===== config.mk =====
export PLATFORM = sky130hd
export DESIGN_NAME = shield_scheduler
export DESIGN_NICKNAME = d
export VERILOG_FILES = /design/src/rtl/shield_scheduler.sv
export SDC_FILE = /design/constraint.sdc
export NUM_CORES = 1
export LEC_CHECK = 0
export ABC_CLOCK_PERIOD_IN_PS = 3000
export CAP_MARGIN = 20
export CORE_ASPECT_RATIO = 0.7
export CORE_MARGIN = 5
export CORE_UTILIZATION = 55
export DETAILED_ROUTE_END_ITERATION = 10
export GPL_TIMING_DRIVEN = 0
export PLACE_DENSITY = 0.83
export SYNTH_ARGS = -nofsm -noshare
export SYNTH_HDL_FRONTEND = slang
export SYNTH_SLANG_ARGS = --single-unit

===== constraint.sdc =====
create_clock -name clk -period 3 [get_ports clk]
set_input_delay 0.9 -clock clk [delete_from_list [all_inputs] [get_ports clk]]
set_output_delay 0.9 -clock clk [all_outputs]
set_load 0.05 [all_outputs]

===== src/rtl/shield_scheduler.sv =====
// Purpose: shield power-up lifecycle (spawn delay, pickup window, timed protection, cooldown) with round-robin slots.
// Latency: all outputs registered; a cycle's inputs are reflected one clk edge later.
// Backpressure: none; game_en=0 freezes all state and suppresses pulses, restart overrides everything.
module shield_scheduler #(
    parameter int SPAWN_DELAY     = 300,
    parameter int SHIELD_DURATION = 600,
    parameter int COOLDOWN        = 180,
    parameter int MAX_ABSORB      = 1,
    parameter int NUM_SLOTS       = 4,
    parameter int CNT_W           = 12,
    localparam int SLOT_W = (NUM_SLOTS > 1) ? $clog2(NUM_SLOTS) : 1,
    localparam int HL_W   = $clog2(MAX_ABSORB + 1)
) (
    input  logic              clk,
    input  logic              rst,
    input  logic              game_en,
    input  logic              frame_tick,
    input  logic              restart,
    input  logic              pickup,
    input  logic [9:0]        hit,
    output logic              shield_visible,
    output logic [SLOT_W-1:0] shield_slot,
    output logic              is_shielded,
    output logic [HL_W-1:0]   hits_left,
    output logic              hit_absorbed,
    output logic              damage
);

    typedef enum logic [2:0] {
        IDLE,
        WAIT_SPAWN,
        AVAILABLE,
        ACTIVE,
        COOLDOWN_ST
    } state_t;

    state_t            state;
    logic [CNT_W-1:0]  counter;

    logic              hit_any;
    logic              tick_done;
    logic              absorb;
    logic [HL_W-1:0]   hits_rem;
    logic [SLOT_W-1:0] slot_next;

    assign hit_any   = |hit;
    // A zero counter is treated like 1 so a stray 0 still leaves on the next tick.
    assign tick_done = frame_tick && (counter <= CNT_W'(1));
    assign absorb    = hit_any && (hits_left != '0);
    assign hits_rem  = absorb ? (hits_left - HL_W'(1)) : hits_left;
    assign slot_next = (shield_slot == SLOT_W'(NUM_SLOTS - 1)) ? '0 : shield_slot + SLOT_W'(1);

    // Lifecycle FSM: state, frame counter, slot, absorb budget and all registered outputs.
    always_ff @(posedge clk or posedge rst) begin
        if (rst) begin
            state          <= IDLE;
            counter        <= '0;
            shield_slot    <= '0;
            hits_left      <= '0;
            shield_visible <= 1'b0;
            is_shielded    <= 1'b0;
            hit_absorbed   <= 1'b0;
            damage         <= 1'b0;
        end else begin
            hit_absorbed <= 1'b0;
            damage       <= 1'b0;
            if (restart) begin
                // Restart beats every other input, including a frozen game.
                state          <= WAIT_SPAWN;
                counter        <= CNT_W'(SPAWN_DELAY);
                hits_left      <= '0;
                shield_visible <= 1'b0;
                is_shielded    <= 1'b0;
            end else if (game_en) begin
                case (state)
                    IDLE: begin
                        damage  <= hit_any;
                        state   <= WAIT_SPAWN;
                        counter <= CNT_W'(SPAWN_DELAY);
                    end
                    WAIT_SPAWN: begin
                        damage <= hit_any;
                        if (frame_tick) begin
                            if (counter != '0) counter <= counter - CNT_W'(1);
                            if (tick_done) begin
                                state          <= AVAILABLE;
                                shield_visible <= 1'b1;
                                shield_slot    <= slot_next;
                            end
                        end
                    end
                    AVAILABLE: begin
                        // A hit in the pickup cycle lands before protection exists.
                        damage <= hit_any;
                        if (pickup) begin
                            state          <= ACTIVE;
                            shield_visible <= 1'b0;
                            is_shielded    <= 1'b1;
                            counter        <= CNT_W'(SHIELD_DURATION);
                            hits_left      <= HL_W'(MAX_ABSORB);
                        end
                    end
                    ACTIVE: begin
                        hit_absorbed <= absorb;
                        damage       <= hit_any && !absorb;
                        if (hits_rem == '0 || tick_done) begin
                            state       <= COOLDOWN_ST;
                            is_shielded <= 1'b0;
                            hits_left   <= '0;
                            counter     <= CNT_W'(COOLDOWN);
                        end else begin
                            hits_left <= hits_rem;
                            if (frame_tick) counter <= counter - CNT_W'(1);
                        end
                    end
                    COOLDOWN_ST: begin
                        damage <= hit_any;
                        if (tick_done) begin
                            state   <= WAIT_SPAWN;
                            counter <= CNT_W'(SPAWN_DELAY);
                        end else if (frame_tick) begin
                            counter <= counter - CNT_W'(1);
                        end
                    end
                    default: begin
                        state <= IDLE;
                    end
                endcase
            end
        end
    end

endmodule


==> summary.md, run 1 <==
| Metric | Value |
|---|---|
| Flip-flop cell with the highest count after synthesis | sky130_fd_sc_hd__dfrtp_1 |
| Most area-consuming cells after synthesis | sky130_fd_sc_hd__dfrtp_1 (31%), sky130_fd_sc_hd__nor2_1 (5.1%), sky130_fd_sc_hd__xnor2_1 (4.9%) |
| Clock slew seen by the registers of the worst setup and hold paths | roughly 80 ps |
| PD cells | 331 nW/um^2 |
| Clk_skew | ~4.8 ps |
| Worst Setup Start Kind | input pin |
| Site Rows | 17 |
| Clock latency on the worst-skew pair | 270 ps |
| Cell area after synthesis | between 1500 and 2000 sq um |
| Total nets after synthesis | 230 |
| Sequential area share after synthesis | 0.310 |
| Total number of nets in the final design | around 260 |
| Die width | slightly below 80 um |
| Most frequent CP cell | sky130_fd_sc_hd__a21oi_1 |
| Total core area | 3130 sq um |
| Routed WL per cell | approximately 17 um |
| VDD IR max | 253 uV |
| Top delay family on crit path | buffers and inverters |
| Number of top-level design ports | 23 |
| Synthesized netlist cell count | 210 |
| TritonCTS clock tree | yes |
| Cts repair resizes | 0 |
| Post-cts hold buffer count | 0 |
| Layout Area Growth over Synthesis | 17.6% |
| Synth Register Bits | 22 |
| Remaining number of nets flagged by the antenna check after routing | 0 |
| Wire length of the first global-routing pass | 7.91 mm |
| Vias after detailed routing | 1721 |
| Number of antenna violations at the first check in global routing | 0 |
| Count of pins over their slew limit | 0 |
| Worst endpoint required time | about 3100 ps |
| Max Freq | 0.356 GHz |
| Biggest cell delay along the critical path | 530 ps |
| Total CTS buffers | 3 |
| Max-cap check violation count | 0 |
| Arrival time of the worst setup path | 2950 ps |
| Final count of hold timing violations | 0 |
| Wirelength, routed | 4.66 mm |
| Residual DRC | 0 |
| Maximum buffer depth of the clock tree | 2 |
| Avg Synthesized Cell Area | 8.46 sq um |
| Unrepaired setup endpoints after global routing | false |
| Post-route minimum period | between 2000 and 3000 ps |
| Fraction of registers with async set or reset after synthesis | 1.00 |
| Number of buffer and inverter stages on the critical path | 2 |
| Chain of cells forming the critical path | clkdlybuf4s50_1 -> clkbuf_1 -> nand2_1 -> xor2_1 -> a21oi_1 -> a2111oi_0 -> a21oi_1 |
| Worst hold path type | flip-flop to flip-flop |
| Pleak | 0.780 nW |
| Worst slew margin relative to its limit | 0.259 |
| Worst-margin pin slew | roughly 1100 ps |
| Half-perimeter wire length of the detailed placement result | 3.61 mm |
| Final hold slack | 555 ps |
| Top-area cell type share of the netlist area | 0.310 |
| Max stage delay cell, worst path | sky130_fd_sc_hd__a2111oi_0 |
| Largest fanout of any net on the critical path | 10 |
| Clock Sinks | 22 |
| Setup-violating endpoint count in the final report | 0 |
| Synth Warn # | 0 |
| Gr ovfl total | 0 |
| Via count of the first global-routing pass | about 1.6k |
| Postcts setup bufs | 0 |
| Portion of the clock cycle consumed by the worst path in the final layout | 0.935 |
| Effective utilization at floorplan | 0.568 |
| Endpoint class of the critical path | flip-flop |
| Antenna Diode Count | 0 |
| CP Class | input pin to flip-flop |
| DR pass1 iterations | 5 |
| Run status | completed |
| Area leader, netlist | sky130_fd_sc_hd__dfrtp_1 |
| Floorplan die area | 4480 sq um |
| Distinct cell type count of the synthesized netlist | 59 |
| Gp weighted congestion | 1.02 |
| Gr usage total | 0.219 |
| Number of port buffers | 21 |
| Post-detailed-route via-to-cell ratio | between 6 and 7 |
| # H-tree levels | 1 |
| Share of cells above drive strength 1 | 0.111 |
| Total power draw | 0.691 mW |
| Clock Root Buffer | sky130_fd_sc_hd__clkbuf_8 |
| Maximum number of pins on one net before global-route repair | 23 |
| DIE HEIGHT | roughly 58 um |
| Number of synthesized flops with an enable pin | 0 |
| Setup TNS Final | 0 ps |
| First-iteration detailed-routing DRC count | 169 |
cells in the mapped netlist, drive strengths merged, types with 2 or more instances:
master	number
or3b	2
mux2i	2
nand2	14
a21oi	11
a2111oi	2
dfrtp	22
buf	8
nor2	24
nand2b	2
xor2	4
a31oi	8
nand3	9
inv	11
clkbuf	5
a211o	2
a2bb2oi	2
o22a	2
or4	2
nor3	6
ha	4
mux2	2
xnor2	10
and3	4
o21ai	11
nor4	8
a311oi	2
nand4	2
o22ai	3
nor2b	4
sequential cells by signal (all words and copies together) (netlist names):
| name | cells |
|---|---|
| hits_left | 1 |
| shield_slot | 2 |
| damage | 1 |
| hit_absorbed | 1 |
| state | 3 |
| counter | 12 |
| is_shielded | 1 |
| shield_visible | 1 |
worst paths after layout:
check	end	slack [ps]	cells past startpoint	from
setup / recovery	counter[2]	190	7	frame_tick
hold / removal	is_shielded	550	2	is_shielded
setup reg to reg	counter[7]	570	7	counter[2]
hold reg to reg	is_shielded	550	2	is_shielded
max in group asynchronous	counter[10]	1380	2	rst
min in group asynchronous	shield_visible	1100	2	rst
power breakdown:
part	internal, mW	switching, mW	total, mW
combinational	0.0715	0.0875	0.159
sequential	0.308	0.00665	0.314
clock	0.117	0.101	0.218
total	0.497	0.195	0.691
per-stage QoR:
stage | cell area (sq um) | worst slack, ps | instances | utilization
after floorplan | 1780 | 761 | 210 | -
after global placement | 2030 | 19.5 | 269 | 0.651
after detailed placement | 2030 | 7.91 | 269 | 0.651
after CTS | 2090 | 272 | 273 | 0.668
after global routing | 2090 | 149 | 273 | 0.668
final | 2090 | 194 | 273 | 0.668
layout by cell type, fill, tap and decap left out, types with 6 or more instances in the layout:
master and instances:
sky130_fd_sc_hd__nor2_1 24, sky130_fd_sc_hd__nand3_1 9, sky130_fd_sc_hd__inv_1 11, sky130_fd_sc_hd__a21oi_1 10
sky130_fd_sc_hd__xnor2_1 10, sky130_fd_sc_hd__o21ai_0 11, sky130_fd_sc_hd__clkdlybuf4s50_1 21, sky130_fd_sc_hd__nand2_1 13
sky130_fd_sc_hd__a31oi_1 7, sky130_fd_sc_hd__dfrtp_1 22, sky130_fd_sc_hd__nor3_1 6
area by class of cell:
type                    instances  area (sq um)
inverters                      11          41.3
plain buffers                  13          83.8
well taps                      38          47.5
multi-input cells             164          1100
fillers                       269          1040
flip-flops and latches         22           551
repair buffers                 21           210
clock buffers                   4          55.1
layer usage:
metal	wire length (um)	up-vias	track usage
met5	0	-	0
met1	2270	812	0.341
li1	-	821	-
met4	17	0	0.0361
met2	1950	85	0.313
met3	424	3	0.0473
cell families after synthesis:
logic type               after synthesis  synth area share
AND/OR/NAND/NOR                       83             0.260
multiplexers                           4            0.0239
flip-flops                            22             0.310
AO/OA/AOI/OAI                         59             0.239
XOR/XNOR                              14            0.0690
adder cells (fa/ha/maj)                4            0.0282
buffers and inverters                 24            0.0704
worst reg2reg max path, stage by stage (launching register included):
cell	delay, ps
sky130_fd_sc_hd__dfrtp_1	360
sky130_fd_sc_hd__clkbuf_1	190
sky130_fd_sc_hd__nor4_1	870
sky130_fd_sc_hd__and4bb_2	380
sky130_fd_sc_hd__xnor2_1	120
sky130_fd_sc_hd__nor2_1	50
sky130_fd_sc_hd__a311oi_1	200
sky130_fd_sc_hd__o21ai_0	120
Power figures use the tool's default switching activity.
==> inputs of run 2 (changes only) <==
--- a/config.mk
+++ b/config.mk
@@ -10,6 +10,7 @@
 export CORE_ASPECT_RATIO = 0.7
 export CORE_MARGIN = 5
 export CORE_UTILIZATION = 55
+export CTS_CLUSTER_SIZE = 16
 export DETAILED_ROUTE_END_ITERATION = 10
 export GPL_TIMING_DRIVEN = 0
 export PLACE_DENSITY = 0.83
==> results of run 2 <==
No change in the layout: final DEF, timing and power equal those of run 1.
==> inputs of run 3 (changes only) <==
==> constraint.sdc (replaced) <==
create_clock -name clk -period 3 [get_ports clk]
set_input_delay 0.9 -clock clk [delete_from_list [all_inputs] [get_ports clk]]
set_output_delay 0.9 -clock clk [all_outputs]
set_load 0.1 [all_outputs]
==> results of run 3 <==
The final DEF is identical to that of run 1. Status: completed.
Among the figures that moved: setup slack after layout 194 ps -> 148 ps; start point of the critical path frame_tick -> hits_left; end point of the critical path counter[2] -> hits_left; total power 0.691 mW -> 0.694 mW
